File: config.mk
export PLATFORM = sky130hd
export DESIGN_NAME = lcd_text_ctrl
export DESIGN_NICKNAME = d
export VERILOG_FILES = /design/src/rtl/lcd_pkg.sv /design/src/rtl/lcd_tick_gen.sv /design/src/rtl/lcd_text_ctrl.sv
export SDC_FILE = /design/constraint.sdc
export NUM_CORES = 1
export LEC_CHECK = 0
export BUFFER_PORTS_ARGS = -buffer_cell sky130_fd_sc_hd__buf_2
export CAP_MARGIN = 20
export CORE_UTILIZATION = 59
export CTS_CLUSTER_DIAMETER = 150
export DETAILED_ROUTE_END_ITERATION = 12
export PLACE_DENSITY = 0.79
export SYNTH_ARGS = -nofsm -noshare
export SYNTH_HDL_FRONTEND = slang
export SYNTH_HIERARCHICAL = 1
export SYNTH_SLANG_ARGS = --single-unit
File: constraint.sdc
create_clock -name SYS_clk -period 2.7 [get_ports SYS_clk]
set_input_delay 0.135 -clock SYS_clk [delete_from_list [all_inputs] [get_ports SYS_clk]]
set_output_delay 0.135 -clock SYS_clk [all_outputs]
set_load 0.01 [all_outputs]
File: src/rtl/lcd_pkg.sv
// Shared constants, state encodings and small helpers for the character-LCD controller.
package lcd_pkg;

  // HD44780 command bytes
  localparam logic [7:0] LCD_CLEAR     = 8'h01;
  localparam logic [7:0] LCD_HOME      = 8'h02;
  localparam logic [7:0] LCD_ENTRY_INC = 8'h06;
  localparam logic [7:0] LCD_DISP_ON   = 8'h0C;
  localparam logic [7:0] LCD_FUNC_8B2L = 8'h38;
  localparam logic [7:0] LCD_SET_DDRAM = 8'h80;

  // DDRAM start address of each display line
  localparam logic [7:0] LCD_LINE0_BASE = 8'h00;
  localparam logic [7:0] LCD_LINE1_BASE = 8'h40;
  localparam logic [7:0] LCD_LINE2_BASE = 8'h14;
  localparam logic [7:0] LCD_LINE3_BASE = 8'h54;

  // Per-transaction sequencer states
  typedef enum logic [2:0] {
    StPwrup,
    StSetup,
    StEnHi,
    StWait,
    StFetch,
    StIdle
  } lcd_state_e;

  // Which part of the overall job the sequencer is working on
  typedef enum logic [0:0] {
    PhInit,
    PhPaint
  } lcd_phase_e;

  function automatic logic [7:0] line_base(input logic [1:0] line);
    logic [7:0] base;
    base = LCD_LINE0_BASE;
    unique case (line)
      2'd0: base = LCD_LINE0_BASE;
      2'd1: base = LCD_LINE1_BASE;
      2'd2: base = LCD_LINE2_BASE;
      2'd3: base = LCD_LINE3_BASE;
    endcase
    return base;
  endfunction

  // Power-up command list, issued in index order
  function automatic logic [7:0] init_cmd(input logic [1:0] idx);
    logic [7:0] cmd;
    cmd = LCD_FUNC_8B2L;
    unique case (idx)
      2'd0: cmd = LCD_FUNC_8B2L;
      2'd1: cmd = LCD_DISP_ON;
      2'd2: cmd = LCD_ENTRY_INC;
      2'd3: cmd = LCD_CLEAR;
    endcase
    return cmd;
  endfunction

endpackage

File: src/rtl/lcd_tick_gen.sv
// Free-running 1 us strobe: one-cycle pulse every TICK_DIV system clocks.
module lcd_tick_gen #(
  parameter int unsigned TICK_DIV = 125
) (
  input  logic SYS_clk,
  input  logic SYS_reset_n,
  output logic tick
);

  localparam int unsigned TW = $clog2(TICK_DIV);

  logic [TW-1:0] cnt;

  // Divider counter, wraps at TICK_DIV-1
  always_ff @(posedge SYS_clk or negedge SYS_reset_n) begin
    if (!SYS_reset_n) begin
      cnt <= '0;
    end else if (cnt == TW'(TICK_DIV - 1)) begin
      cnt <= '0;
    end else begin
      cnt <= cnt + TW'(1);
    end
  end

  assign tick = (cnt == TW'(TICK_DIV - 1));

endmodule

File: src/rtl/lcd_text_ctrl.sv
// HD44780-class text controller: power-up init, then paints a LINES x COLS frame fetched
// from an external character store; repaints on request.
module lcd_text_ctrl import lcd_pkg::*; #(
  parameter int unsigned TICK_DIV   = 125,
  parameter int unsigned COLS       = 16,
  parameter int unsigned LINES      = 2,
  parameter int unsigned T_EN_US    = 1,
  parameter int unsigned T_CMD_US   = 50,
  parameter int unsigned T_CLR_US   = 2000,
  parameter int unsigned T_PWRUP_US = 15000,
  localparam int unsigned AW = (LINES * COLS > 1) ? $clog2(LINES * COLS) : 1
) (
  input  logic          SYS_clk,
  input  logic          SYS_reset_n,
  input  logic          refresh,
  output logic [AW-1:0] char_addr,
  input  logic [7:0]    char_data,
  output logic          busy,
  output logic [14:4]   pin
);

  localparam int unsigned DMAX = (T_PWRUP_US > T_CLR_US) ? T_PWRUP_US : T_CLR_US;
  localparam int unsigned DW   = $clog2(DMAX + 1);
  localparam int unsigned CW   = (COLS > 1) ? $clog2(COLS) : 1;

  logic          tick;
  lcd_state_e    state;
  lcd_phase_e    phase;
  logic [DW-1:0] dly;
  logic [1:0]    init_idx;
  logic [1:0]    line;
  logic [CW-1:0] col;
  logic [7:0]    db;
  logic          en;
  logic          rs;
  logic          pending;

  logic          dly_done;
  logic          last_col;
  logic          last_line;
  logic [DW-1:0] wait_load;

  lcd_tick_gen #(
    .TICK_DIV(TICK_DIV)
  ) u_tick_gen (
    .SYS_clk    (SYS_clk),
    .SYS_reset_n(SYS_reset_n),
    .tick       (tick)
  );

  assign dly_done  = (dly == '0);
  assign last_col  = (col == CW'(COLS - 1));
  assign last_line = (line == 2'(LINES - 1));

  // Clear and home need the long post-EN wait; everything else the short one
  always_comb begin
    wait_load = DW'(T_CMD_US - 1);
    if (!rs && (db == LCD_CLEAR || db == LCD_HOME)) begin
      wait_load = DW'(T_CLR_US - 1);
    end
  end

  // Sequencer: phase/item bookkeeping plus the SETUP / EN_HI / WAIT transaction timing
  always_ff @(posedge SYS_clk or negedge SYS_reset_n) begin
    if (!SYS_reset_n) begin
      state     <= StPwrup;
      phase     <= PhInit;
      dly       <= DW'(T_PWRUP_US - 1);
      init_idx  <= '0;
      line      <= '0;
      col       <= '0;
      char_addr <= '0;
      db        <= '0;
      en        <= 1'b0;
      rs        <= 1'b0;
      pending   <= 1'b0;
      busy      <= 1'b1;
    end else begin
      // Requests arriving while painting collapse into one repaint
      if (refresh && busy && phase == PhPaint) begin
        pending <= 1'b1;
      end

      unique case (state)
        StPwrup: begin
          if (tick) begin
            if (dly_done) begin
              phase    <= PhInit;
              init_idx <= '0;
              db       <= init_cmd(2'd0);
              rs       <= 1'b0;
              dly      <= '0;
              state    <= StSetup;
            end else begin
              dly <= dly - DW'(1);
            end
          end
        end

        StSetup: begin
          if (tick) begin
            if (dly_done) begin
              en    <= 1'b1;
              dly   <= DW'(T_EN_US - 1);
              state <= StEnHi;
            end else begin
              dly <= dly - DW'(1);
            end
          end
        end

        StEnHi: begin
          if (tick) begin
            if (dly_done) begin
              en    <= 1'b0;
              dly   <= wait_load;
              state <= StWait;
            end else begin
              dly <= dly - DW'(1);
            end
          end
        end

        StWait: begin
          if (tick) begin
            if (!dly_done) begin
              dly <= dly - DW'(1);
            end else if (phase == PhInit) begin
              rs    <= 1'b0;
              dly   <= '0;
              state <= StSetup;
              if (init_idx == 2'd3) begin
                phase <= PhPaint;
                line  <= '0;
                db    <= LCD_SET_DDRAM | line_base(2'd0);
              end else begin
                init_idx <= init_idx + 2'd1;
                db       <= init_cmd(init_idx + 2'd1);
              end
            end else if (!rs) begin
              // Set-DDRAM just finished: first character of this line
              col       <= '0;
              char_addr <= AW'(line * COLS);
              state     <= StFetch;
            end else if (!last_col) begin
              col       <= col + CW'(1);
              char_addr <= char_addr + AW'(1);
              state     <= StFetch;
            end else if (!last_line) begin
              line  <= line + 2'd1;
              db    <= LCD_SET_DDRAM | line_base(line + 2'd1);
              rs    <= 1'b0;
              dly   <= '0;
              state <= StSetup;
            end else if (pending || refresh) begin
              // A request seen during (or on the last tick of) the paint repaints once more
              pending <= 1'b0;
              line    <= '0;
              db      <= LCD_SET_DDRAM | line_base(2'd0);
              rs      <= 1'b0;
              dly     <= '0;
              state   <= StSetup;
            end else begin
              busy  <= 1'b0;
              state <= StIdle;
            end
          end
        end

        StFetch: begin
          db    <= char_data;
          rs    <= 1'b1;
          dly   <= '0;
          state <= StSetup;
        end

        StIdle: begin
          if (refresh) begin
            busy  <= 1'b1;
            phase <= PhPaint;
            line  <= '0;
            db    <= LCD_SET_DDRAM | line_base(2'd0);
            rs    <= 1'b0;
            dly   <= '0;
            state <= StSetup;
          end
        end

        default: begin
          state <= StPwrup;
        end
      endcase
    end
  end

  assign pin = {db, en, 1'b0, rs};

endmodule
==> implementation parameters <==
Parameter                              Value

Place
  Inst Count DP ... approximately 430
  HPWL reported at the end of detailed placement ... between 5000 and 6000 µm
  Port bufs ... 26
  Gpl congestion ... around 0.87

Floorplan
  Area of the die ... roughly 5500 µm²
  Ports ... 28
  Area of the core region ... approximately 4800 µm²
  Starting utilization of the core area ... a little over three fifths
  Number of placement rows ... 25
  Die Y ... between 70 and 80 µm
  Chip width ... 73.9 µm

Worst setup path
  Setup crit end kind ... flip-flop
  Count of cells along the worst register-to-register path ... 7
  Critical Path Source Type ... flip-flop
  Reg2reg end ... db[2]$_DFFE_PN0P_
  Worst path required time ... roughly 2.9 ns
  Worst-path maximum fanout ... 8
  Data arrival time of the critical path ... around 2.5 ns
  Startpoint of the most critical register-to-register path ... u_tick_gen/cnt[2]$_DFF_PN0_
  Critical path start-end classification ... reg -> reg
  Slack of the worst reg-to-reg path ... roughly 0.40 ns

STA
  Worst clock skew ... 0.0126 ns
  Final count of hold timing violations ... 0
  Total setup violations reported at the end of the flow ... 0
  Pin slew with the least headroom to its limit ... 0.621 ns
  Timing-limited maximum frequency ... approximately 440 MHz
  Worst-case hold slack ... 0.116 ns
  Final critical-path share of the clock period ... between 80 and 90%
  Final sum of negative setup slack ... 0 ns
  Clock period minus final worst setup slack ... about 2.3 ns
  Worst slew margin relative to its limit ... about three fifths
  Number of pins with negative max-slew slack in the final report ... 0
  Setup repair after global routing missed its margin ... no

Clock tree
  Clock edge transition at the registers on the reported setup and hold paths ... approximately 0.10 ns
  TritonCTS clock tree ... done
  Number of buffers created by CTS ... 5
  Number of H-tree levels ... 2
  CTS root buffer ... clkbuf_8
  Insertion delay to the later sink of the worst-skew pair ... 0.30 ns
  CTS sink count ... 50
  Clock Path Buffers ... 2
  Resized Gates After CTS ... 0

GRT
  Number of global-route vias before repair ... approximately 2500
  Gr usage total ... 28.0%
  Initial antenna violation count ... 0
  Total overflow reported by the global router ... 0
  First-pass GRT wire length ... between 10000 and 15000 µm
  Maximum number of pins on one net before global-route repair ... 33

Final layout
  Final antenna diode count ... 0
  Fraction of final layout cells with drive strength greater than 1 ... 19.3%
  Synth-to-layout area growth ... 9.57%
  Net count of the finished layout ... 388
  Final non-filler cell total ... between 400 and 500

Power
  Power density over the cells ... 395 nW/µm²
  Power dissipated by switching net loads ... roughly 310 µW
  Cell-internal power ... around 1 mW
  Leakage Power ... around 1.5 nW
  Logic gate share of total power ... about 5.9%
  Switching part of the total ... a little under a quarter
  Largest voltage drop on the vdd net ... about 370 µV
  Sequential group share of total power ... 59.9%
  Clock power frac ... 34.2%

Status
  Status ... finished, final reports clean

Synthesis
  Share of the yosys chip area belonging to registers ... 41.5%
  Dominant cell type by area after synthesis ... dfrtp_1
  Top-area cell type share of the netlist area ... around 33%
  Top post-synthesis cells by area ... dfrtp_1 (33%), dfstp_2 (8.6%), o21ai_0 (5.4%), ha_1 (4.5%), nand3_1 (4.1%)
  Number of flops mapped to enable cells by yosys ... 0
  Count of distinct cell types in the synthesized netlist ... 63
  Mapped cell area ... 3050 µm²
  Most numerous cell types in the synthesized netlist ... dfrtp_1 (40), o21ai_0 (33), nand2_1 (30)
  Most used flip-flop cell after synthesis ... dfrtp_1
  Number of nets in the synthesized netlist ... about 360
  Number of standard cells after synthesis ... about 340
  Most instantiated library cell after synthesis ... dfrtp_1
  Number of synthesis warnings ... 6
  Average cell area after synthesis ... 8.93 µm²
  Number of storage elements in the synthesis netlist ... 50
  Async set-or-reset flop fraction in the synthesized netlist ... between 90% and 100%

Routing
  Number of antenna-violating nets in the routed design ... 0
  Via/cell ratio ... roughly 6.1
  Number of detailed-routing iterations run before antenna repair ... 4
  Final wirelength ... around 6800 µm
  Detailed-route via count ... 2642
  Drc violations ... 0
  1st-iter DRT viols ... approximately 200
  Average routed wire per standard cell ... between 15 and 20 µm

Run
  Number of max-cap violations ... 0

Min path
  Hold Path Sink ... db[6]$_DFFE_PN0P_
  Launch point of the worst hold path ... char_data[6]
  Hold-critical path depth ... 3
  Worst hold path type ... in -> reg
metrics by stage:
stage | util, % | power, mW | area, µm² | setup slack (ns)
6_report | 68.9 | 1.32 | 3340 | 0.403
4_1_cts | 68.9 | 1.33 | 3340 | 0.404
2_1_floorplan | - | 0.841 | 3050 | 0.722
5_1_grt | 68.9 | 1.36 | 3340 | 0.259
3_3_place_gp | 66.7 | 0.878 | 3230 | 0.569
3_5_place_dp | 66.7 | 0.881 | 3230 | 0.432
flip-flops by register name, indices dropped and copies added (netlist names):
register,count
en,1
line,2
state,3
char_addr,5
dly,14
u_tick_gen/cnt,7
phase,1
col,4
init_idx,2
db,8
rs,1
busy,1
pending,1
worst max-delay path, cell delays in order, from the launching register on:
cell and delay, ns:
dfrtp_1 0.43, and4_4 0.25, and3_1 0.36, inv_1 0.16, o22ai_1 0.21, a22o_1 0.19
nand3_2 0.22, mux2_2 0.34
placed cells by master (no fill, tap or decap), types with 2 or more instances in the layout:
master     n
nor3b_1    3
nor2b_1    5
o31ai_1    5
buf_4      9
mux2i_1    4
nand2_1   30
inv_1     21
o22ai_1    4
a221o_1    2
a31oi_1    3
o211ai_1   2
or4_1      2
a22o_1     5
mux2_2     6
dfrtp_1   40
nand2b_1   5
o31a_1     2
a211oi_1   2
a21oi_1   16
nor3_1     7
nand3_2    2
clkbuf_8   6
xnor2_1    2
and3_1     4
nand4_1    6
nand3_1   25
nor2_1    27
nor4_1     4
dfstp_2   10
nand3b_1   2
ha_1      11
o21ai_0   33
xor2_1     5
buf_2     26
cell families (layout without fill, tap and decap cells):
group	count (synthesis)	after routing	share of synthesized area, %
fa+ha+maj	11	11	4.52
buf+inv	39	65	5.71
flops	50	50	41.5
other cells	1	1	0.123
compound gates	88	88	18.4
xor+xnor	7	7	2.01
simple gates	135	135	24.2
mux	10	10	3.53
area by class of cell:
type	count	area, µm²
multi-input cells	252	1610
repair buffers	36	208
inverters	21	78.8
clock inverters	2	12.5
flip-flops and latches	50	1260
fillers	389	1510
clock buffers	6	82.6
well taps	67	83.8
power groups by stage:
stage          clock network (mW)  logic [mW]  registers (mW)
6_report                    0.451      0.0775           0.790
5_1_grt                     0.482      0.0886           0.793
4_1_cts                     0.460      0.0785           0.790
3_5_place_dp                    0      0.0770           0.804
3_3_place_gp                    0      0.0748           0.803
2_1_floorplan                   0      0.0427           0.798
routing by layer:
metal | track usage [%] | vias to the layer above | wire [µm]
li1 | - | 1280 | -
met1 | 34.5 | 1288 | 2840
met2 | 49.7 | 65 | 3550
met3 | 5.35 | 9 | 325
met4 | 8.12 | 0 | 72
met5 | 0 | - | 0
worst max path at each step:
stage	slack, ns	cells after the start	end	start
3_3_place_gp	0.57	7	db[1]$_DFFE_PN0P_	u_tick_gen/cnt[2]$_DFF_PN0_
5_1_grt	0.26	8	db[2]$_DFFE_PN0P_	u_tick_gen/cnt[1]$_DFF_PN0_
2_1_floorplan	0.72	5	db[0]$_DFFE_PN0P_	col[0]$_DFFE_PN0P_
4_1_cts	0.40	8	db[2]$_DFFE_PN0P_	u_tick_gen/cnt[1]$_DFF_PN0_
3_5_place_dp	0.43	8	db[2]$_DFFE_PN0P_	u_tick_gen/cnt[1]$_DFF_PN0_
6_report	0.40	7	db[2]$_DFFE_PN0P_	u_tick_gen/cnt[2]$_DFF_PN0_
timing repair:
item / CTS / global route
buffers inserted: 0 / 0
hold buffers: 1 / 0
endpoints found under the hold margin: 11 / 0
(Power assumes the default switching activity.)
